### src/rtl/easy_axis_pkg.sv
// Shared helpers for the easy_axis stream blocks: width arithmetic and
// lane-index typing used by the width converters and register slices.
package easy_axis_pkg;

  function automatic int clog2_min1(input int x);
    return ($clog2(x) < 1) ? 1 : $clog2(x);
  endfunction

  // Port width for optional sidebands: a zero-width field still needs one bit.
  function automatic int width_val(input int x);
    return (x <= 0) ? 1 : x;
  endfunction

  localparam int DEF_S_DWIDTH = 64;
  localparam int DEF_M_DWIDTH = 16;
  localparam int DEF_RATIO    = DEF_S_DWIDTH / DEF_M_DWIDTH;

  typedef logic [clog2_min1(DEF_RATIO)-1:0] lane_idx_t;

endpackage

### src/rtl/easy_axis_reg_slice.sv
// Two-entry skid buffer: fully registered valid/data toward the sink and a
// registered ready toward the source, full throughput under streaming.
module easy_axis_reg_slice #(
  parameter int WIDTH = 8
) (
  input  logic             clk,
  input  logic             rst_n,
  input  logic [WIDTH-1:0] s_data,
  input  logic             s_valid,
  output logic             s_ready,
  output logic [WIDTH-1:0] m_data,
  output logic             m_valid,
  input  logic             m_ready
);

  logic [WIDTH-1:0] main_data;
  logic             main_valid;
  logic [WIDTH-1:0] skid_data;
  logic             skid_valid;

  // The skid entry only fills when the main entry is stalled, so ready is
  // simply "skid slot free" and never depends on m_ready combinationally.
  assign s_ready = !skid_valid;
  assign m_data  = main_data;
  assign m_valid = main_valid;

  always_ff @(posedge clk) begin
    if (!rst_n) begin
      main_data  <= '0;
      main_valid <= 1'b0;
      skid_data  <= '0;
      skid_valid <= 1'b0;
    end else if (skid_valid) begin
      if (m_ready) begin
        main_data  <= skid_data;
        skid_valid <= 1'b0;
      end
    end else if (s_valid) begin
      if (!main_valid || m_ready) begin
        main_data  <= s_data;
        main_valid <= 1'b1;
      end else begin
        skid_data  <= s_data;
        skid_valid <= 1'b1;
      end
    end else if (m_ready) begin
      main_valid <= 1'b0;
    end
  end

endmodule

### src/rtl/easy_axis_downsizer.sv
// AXI-Stream width down-converter: splits each wide beat into narrow lanes,
// least-significant first, skipping trailing lanes whose tkeep is all zero.
module easy_axis_downsizer
  import easy_axis_pkg::*;
#(
  parameter int S_DWIDTH   = 64,
  parameter int M_DWIDTH   = 16,
  parameter int HAS_KEEP   = 0,
  parameter int HAS_LAST   = 0,
  parameter int USER_WIDTH = 0,
  parameter int OUTPUT_REG = 0
) (
  input  logic                             clk,
  input  logic                             rst_n,
  input  logic [S_DWIDTH-1:0]              s_axis_tdata,
  input  logic                             s_axis_tvalid,
  output logic                             s_axis_tready,
  input  logic [S_DWIDTH/8-1:0]            s_axis_tkeep,
  input  logic                             s_axis_tlast,
  input  logic [width_val(USER_WIDTH)-1:0] s_axis_tuser,
  output logic [M_DWIDTH-1:0]              m_axis_tdata,
  output logic                             m_axis_tvalid,
  input  logic                             m_axis_tready,
  output logic [M_DWIDTH/8-1:0]            m_axis_tkeep,
  output logic                             m_axis_tlast,
  output logic [width_val(USER_WIDTH)-1:0] m_axis_tuser
);

  localparam int RATIO = S_DWIDTH / M_DWIDTH;
  localparam int IDX_W = clog2_min1(RATIO);
  localparam int KW_S  = S_DWIDTH / 8;
  localparam int KW_M  = M_DWIDTH / 8;
  localparam int UW    = width_val(USER_WIDTH);

  typedef logic [IDX_W-1:0] idx_t;

  if ((S_DWIDTH % 8) != 0 || (M_DWIDTH % 8) != 0) begin : g_bad_bytes
    $error("easy_axis_downsizer: data widths must be multiples of 8");
  end
  if ((S_DWIDTH % M_DWIDTH) != 0 || RATIO < 2 || (RATIO & (RATIO - 1)) != 0) begin : g_bad_ratio
    $error("easy_axis_downsizer: S_DWIDTH/M_DWIDTH must be a power of 2 >= 2");
  end

  logic [S_DWIDTH-1:0] hold_data;
  logic [KW_S-1:0]     hold_keep;
  logic                hold_last;
  logic [UW-1:0]       hold_user;
  logic                hold_valid;
  idx_t                idx;

  logic [KW_S-1:0]     keep_in;
  logic                last_in;
  logic [UW-1:0]       user_in;
  logic [RATIO-1:0]    lane_final;
  logic                cur_final;
  logic                int_ready;
  logic                load;

  // Absent tkeep is folded in at load time so every lane reads as full.
  assign keep_in = (HAS_KEEP != 0) ? s_axis_tkeep : '1;
  assign last_in = (HAS_LAST != 0) && s_axis_tlast;
  assign user_in = (USER_WIDTH > 0) ? s_axis_tuser : '0;

  always_comb begin
    lane_final = '0;
    for (int k = 0; k < RATIO; k++) begin
      if (k == RATIO - 1)
        lane_final[k] = 1'b1;
      else if (HAS_KEEP != 0)
        lane_final[k] = ((hold_keep >> ((k + 1) * KW_M)) == '0);
    end
  end

  assign cur_final     = lane_final[idx];
  assign s_axis_tready = rst_n && (!hold_valid || (cur_final && int_ready));
  assign load          = s_axis_tvalid && s_axis_tready;

  always_ff @(posedge clk) begin
    if (!rst_n) begin
      hold_data  <= '0;
      hold_keep  <= '0;
      hold_last  <= 1'b0;
      hold_user  <= '0;
      hold_valid <= 1'b0;
      idx        <= '0;
    end else if (load) begin
      hold_data  <= s_axis_tdata;
      hold_keep  <= keep_in;
      hold_last  <= last_in;
      hold_user  <= user_in;
      hold_valid <= 1'b1;
      idx        <= '0;
    end else if (hold_valid && int_ready) begin
      if (cur_final) begin
        hold_valid <= 1'b0;
        idx        <= '0;
      end else begin
        idx <= idx + 1'b1;
      end
    end
  end

  logic [M_DWIDTH-1:0] lane_data;
  logic [KW_M-1:0]     lane_keep;
  logic                lane_last;

  assign lane_data = hold_data[int'(idx) * M_DWIDTH +: M_DWIDTH];
  assign lane_keep = hold_keep[int'(idx) * KW_M +: KW_M];
  assign lane_last = hold_last && cur_final;

  if (OUTPUT_REG != 0) begin : g_out_reg
    localparam int PW = M_DWIDTH + KW_M + 1 + UW;
    logic [PW-1:0] slice_out;

    easy_axis_reg_slice #(.WIDTH(PW)) u_out_slice (
      .clk     (clk),
      .rst_n   (rst_n),
      .s_data  ({lane_data, lane_keep, lane_last, hold_user}),
      .s_valid (hold_valid),
      .s_ready (int_ready),
      .m_data  (slice_out),
      .m_valid (m_axis_tvalid),
      .m_ready (m_axis_tready)
    );

    assign {m_axis_tdata, m_axis_tkeep, m_axis_tlast, m_axis_tuser} = slice_out;
  end else begin : g_out_direct
    assign int_ready     = m_axis_tready;
    assign m_axis_tvalid = hold_valid;
    assign m_axis_tdata  = lane_data;
    assign m_axis_tkeep  = lane_keep;
    assign m_axis_tlast  = lane_last;
    assign m_axis_tuser  = hold_user;
  end

endmodule

### config.mk
export PLATFORM = sky130hd
export DESIGN_NAME = easy_axis_downsizer
export DESIGN_NICKNAME = d
export VERILOG_FILES = /design/src/rtl/easy_axis_pkg.sv /design/src/rtl/easy_axis_reg_slice.sv /design/src/rtl/easy_axis_downsizer.sv
export SDC_FILE = /design/constraint.sdc
export NUM_CORES = 1
export LEC_CHECK = 0
export BUFFER_PORTS_ARGS = -buffer_cell sky130_fd_sc_hd__buf_2
export CAP_MARGIN = 10
export CORE_MARGIN = 4
export CORE_UTILIZATION = 55
export DETAILED_ROUTE_END_ITERATION = 12
export PLACE_DENSITY_LB_ADDON = 0.08
export SYNTH_ARGS = -nofsm -noshare
export SYNTH_HDL_FRONTEND = slang
export SYNTH_SLANG_ARGS = --single-unit
### constraint.sdc
create_clock -name clk -period 3.5 [get_ports clk]
set_clock_uncertainty 0.2 [all_clocks]
set_input_delay 0.7 -clock clk [delete_from_list [all_inputs] [get_ports clk]]
set_output_delay 0.7 -clock clk [all_outputs]
set_load 0.02 [all_outputs]
==> impl_metrics.prom <==
# TYPE chip_impl_metric gauge
chip_impl_info{name="outcome",value="completed"} 1
chip_impl_metric{name="die_height",unit="um"} 83.4
chip_impl_metric{name="dp_hpwl",unit="um"} 4070
chip_impl_metric{name="ctsHoldBuffers",unit=""} 0
chip_impl_metric{name="cts.repair.resized",unit=""} 0
chip_impl_metric{name="ys.warnings.count",unit=""} 0
chip_impl_metric{name="boundaryPins",unit=""} 100
chip_impl_metric{name="global_route_overflow",unit=""} 0
chip_impl_metric{name="grtUsageTotal",unit=""} 0.177
chip_impl_metric{name="clock_path_buffers",unit=""} 2
chip_impl_metric{name="detail_route.drc_violations",unit=""} 0
chip_impl_metric{name="finalSetupViolCount",unit=""} 0
chip_impl_info{name="cts_tree",value="done"} 1
chip_impl_metric{name="power_per_cell_area",unit="nW/um^2"} 450
chip_impl_metric{name="maximum_number_of_pins_on_one_net_before_global_route_repair",unit=""} 39
chip_impl_metric{name="clock_buffers_created_by_tritoncts",unit=""} 9
chip_impl_metric{name="syn_avg_cell_area",unit="sq um"} 9.93
chip_impl_metric{name="drtAntennaViolNets",unit=""} 0
chip_impl_metric{name="slew_headroom",unit=""} 0.584
chip_impl_info{name="criticalPathCategory",value="reg2out"} 1
chip_impl_metric{name="dieArea",unit="sq um"} 6960
chip_impl_metric{name="diodes_inserted",unit=""} 0
chip_impl_metric{name="placedCellCount",unit=""} 460
chip_impl_info{name="worstSetupEndpointType",value="primary output"} 1
chip_impl_metric{name="maxClockFrequency",unit="MHz"} 390
chip_impl_metric{name="synth-seq-area-share",unit=""} 0.435
chip_impl_metric{name="num_rows",unit=""} 27
chip_impl_info{name="clock-root-buffer",value="sky130_fd_sc_hd__clkbuf_8"} 1
chip_impl_metric{name="postCtsSetupBuffers",unit=""} 0
chip_impl_metric{name="io_buffers",unit=""} 87
chip_impl_metric{name="dr.pass1.iters",unit=""} 4
chip_impl_metric{name="num_vias",unit=""} 2237
chip_impl_metric{name="vdd_ir_drop_max",unit="mV"} 0.262
chip_impl_metric{name="post-route-min-period",unit="ns"} 2.57
chip_impl_metric{name="power_leakage",unit="nW"} 1.83
chip_impl_metric{name="final-instance-count-excl-fill",unit=""} 476
chip_impl_metric{name="layout_overhead_on_the_synthesized_area",unit="%"} 19.4
chip_impl_metric{name="timing.max_cap.violations",unit=""} 0
chip_impl_metric{name="worst_ep_arrival_time",unit="ns"} 1.67
chip_impl_metric{name="tritoncts_num_sinks",unit=""} 68
chip_impl_metric{name="grt_antenna_before_repair",unit=""} 0
chip_impl_metric{name="layout_cell_share_with_drive_strength_beyond_1",unit=""} 0.312
chip_impl_metric{name="clk-insertion-delay-late",unit="ns"} 0.33
chip_impl_metric{name="transition_time_at_the_pin_with_the_least_slew_margin",unit="ns"} 0.624
chip_impl_metric{name="grt_pass1_wl",unit="um"} 9960
chip_impl_metric{name="ys_seq_elements",unit=""} 68
chip_impl_metric{name="drt_wl_total",unit="um"} 5670
chip_impl_metric{name="cts.htree.levels",unit=""} 3
chip_impl_metric{name="yosys.cell_types.count",unit=""} 21
chip_impl_info{name="timing.critical_path.from_type",value="flop"} 1
chip_impl_info{name="holdCritPathClass",value="reg2reg"} 1
chip_impl_metric{name="required",unit="ns"} 2.60
chip_impl_metric{name="vias_per_cell",unit=""} 4.70
chip_impl_metric{name="clkTransAtPathRegs",unit="ns"} 0.07
chip_impl_metric{name="finalWeightedCongestion",unit=""} 0.721
chip_impl_metric{name="die-width",unit="um"} 83.4
chip_impl_metric{name="effective_utilization_at_floorplan",unit=""} 0.568
chip_impl_metric{name="netlist_area",unit="sq um"} 3130
chip_impl_metric{name="worstPathMaxFanout",unit=""} 10
chip_impl_metric{name="setup_total_negative_slack",unit="ns"} 0
chip_impl_metric{name="fp.coreArea",unit="sq um"} 5510
chip_impl_metric{name="report.final.slew_viol_count",unit=""} 0
chip_impl_metric{name="finish.net_count",unit=""} 478
chip_impl_metric{name="syn_inst",unit=""} 315
chip_impl_metric{name="hold_violation_count_in_the_final_report",unit=""} 0
chip_impl_metric{name="route.detailed.wl_per_inst",unit="um"} 11.9
chip_impl_metric{name="drt-initial-drc-count",unit=""} 65
chip_impl_info{name="grt_setup_unrepaired",value="false"} 1
chip_impl_metric{name="layout.filler_cells",unit=""} 473
chip_impl_metric{name="fraction_of_the_cycle_the_final_worst_path_needs",unit=""} 0.734
chip_impl_metric{name="via_count_of_the_first_global_routing_pass",unit=""} 2341
[per-layer routing]
layer / global-route usage / up-vias / share of wire
li1: - / 1156 / -
met2: 0.304 / 59 / 0.48
met5: 0 / - / 0
met4: 0.0526 / 0 / 0.011
met1: 0.205 / 1014 / 0.44
met3: 0.0665 / 8 / 0.069
[logic make-up (layout without fill, tap and decap cells)]
group | after synthesis | after routing | share of synthesized area
and+or+nand+nor | 73 | 73 | 0.0952
AOI/OAI and AO/OA | 5 | 5 | 0.0144
other | 1 | 2 | 0.00120
DFF | 68 | 68 | 0.435
muxes | 81 | 81 | 0.323
adders and majority gates | 1 | 1 | 0.00400
buffers and inverters | 86 | 174 | 0.127
[Yosys cell counts]
| cell type | n | area [sq um] |
|---|---|---|
| sky130_fd_sc_hd__o21ai_0 | 1 | 5.00 |
| sky130_fd_sc_hd__dfxtp_1 | 68 | 1360 |
| sky130_fd_sc_hd__buf_2 | 5 | 25.0 |
| sky130_fd_sc_hd__mux4_2 | 16 | 360 |
| sky130_fd_sc_hd__nor3b_2 | 1 | 12.5 |
| sky130_fd_sc_hd__nor2_4 | 1 | 11.3 |
| sky130_fd_sc_hd__nand2_1 | 67 | 251 |
| sky130_fd_sc_hd__a31oi_1 | 1 | 6.26 |
| sky130_fd_sc_hd__nand2b_1 | 1 | 6.26 |
| sky130_fd_sc_hd__buf_4 | 6 | 45.0 |
| sky130_fd_sc_hd__o21a_1 | 1 | 7.51 |
| sky130_fd_sc_hd__nor2b_1 | 2 | 12.5 |
| sky130_fd_sc_hd__a21boi_4 | 1 | 18.8 |
| sky130_fd_sc_hd__ha_1 | 1 | 12.5 |
| sky130_fd_sc_hd__mux2i_1 | 65 | 651 |
| sky130_fd_sc_hd__nor2_1 | 1 | 3.75 |
| sky130_fd_sc_hd__a21o_1 | 1 | 7.51 |
| sky130_fd_sc_hd__clkbuf_1 | 5 | 18.8 |
| sky130_fd_sc_hd__inv_1 | 64 | 240 |
| sky130_fd_sc_hd__buf_6 | 6 | 67.6 |
| sky130_fd_sc_hd__conb_1 | 1 | 3.75 |
[layout by cell type, fill, tap and decap left out, types with 2 or more instances in the layout]
| cell type | n |
|---|---|
| sky130_fd_sc_hd__nor2b_1 | 2 |
| sky130_fd_sc_hd__inv_1 | 64 |
| sky130_fd_sc_hd__mux4_2 | 16 |
| sky130_fd_sc_hd__clkbuf_1 | 3 |
| sky130_fd_sc_hd__conb_1 | 2 |
| sky130_fd_sc_hd__buf_2 | 87 |
| sky130_fd_sc_hd__buf_4 | 7 |
| sky130_fd_sc_hd__dfxtp_1 | 68 |
| sky130_fd_sc_hd__nand2_1 | 67 |
| sky130_fd_sc_hd__clkbuf_8 | 12 |
| sky130_fd_sc_hd__mux2i_1 | 65 |
[per-stage QoR]
stage / area [sq um] / worst slack (ns) / power [mW] / hold WS, ns / util
final: 3730 / 0.933 / 1.68 / 0.253 / 0.678
after global routing: 3730 / 0.824 / 1.77 / 0.273 / 0.678
after CTS: 3730 / 0.883 / 1.71 / 0.258 / 0.678
after detailed placement: 3550 / 1.25 / 1.12 / 0.248 / 0.645
after global placement: 3550 / 1.26 / 1.11 / 0.239 / 0.645
after floorplan: 3130 / 1.06 / 1.04 / 0.232 / -
[layout make-up]
class | count | area (sq um) | share of cell area
clock buffers | 15 | 176 | 0.0472
clock inverters | 1 | 5.00 | 0.00134
inverters | 64 | 240 | 0.0643
multi-input cells | 162 | 1370 | 0.368
flip-flops and latches | 68 | 1360 | 0.364
well taps | 72 | 90.1 | 0.0241
repair buffers | 94 | 488 | 0.131
[power by group]
part	total [mW]	switching [mW]	leakage, nW	internal (mW)
logic	0.242	0.122	1.18	0.120
clock network	0.583	0.268	0.0937	0.315
registers	0.857	0.0267	0.560	0.830
total	1.68	0.416	1.83	1.27
[worst max-delay path, stage by stage, from the launching register on]
cell and delay [ns]:
sky130_fd_sc_hd__dfxtp_1 0.55, sky130_fd_sc_hd__buf_4 0.28, sky130_fd_sc_hd__mux4_2 0.33, sky130_fd_sc_hd__buf_2 0.18
[worst paths after layout]
path | start | endpoint | slack, ns | cells past startpoint
hold reg to reg | hold_data[40] | hold_data[40] | 0.25 | 2
setup reg to reg | idx[1] | hold_data[34] | 1.39 | 5
hold / removal | hold_data[40] | hold_data[40] | 0.25 | 2
setup / recovery | idx[1] | m_axis_tdata[1] | 0.93 | 3
[registers in the layout, indices dropped and copies added, names as in the netlist]
register	flops
hold_keep	1
hold_data	64
m_axis_tvalid	1
idx	2
No activity file was read; power rests on OpenSTA's default activity.
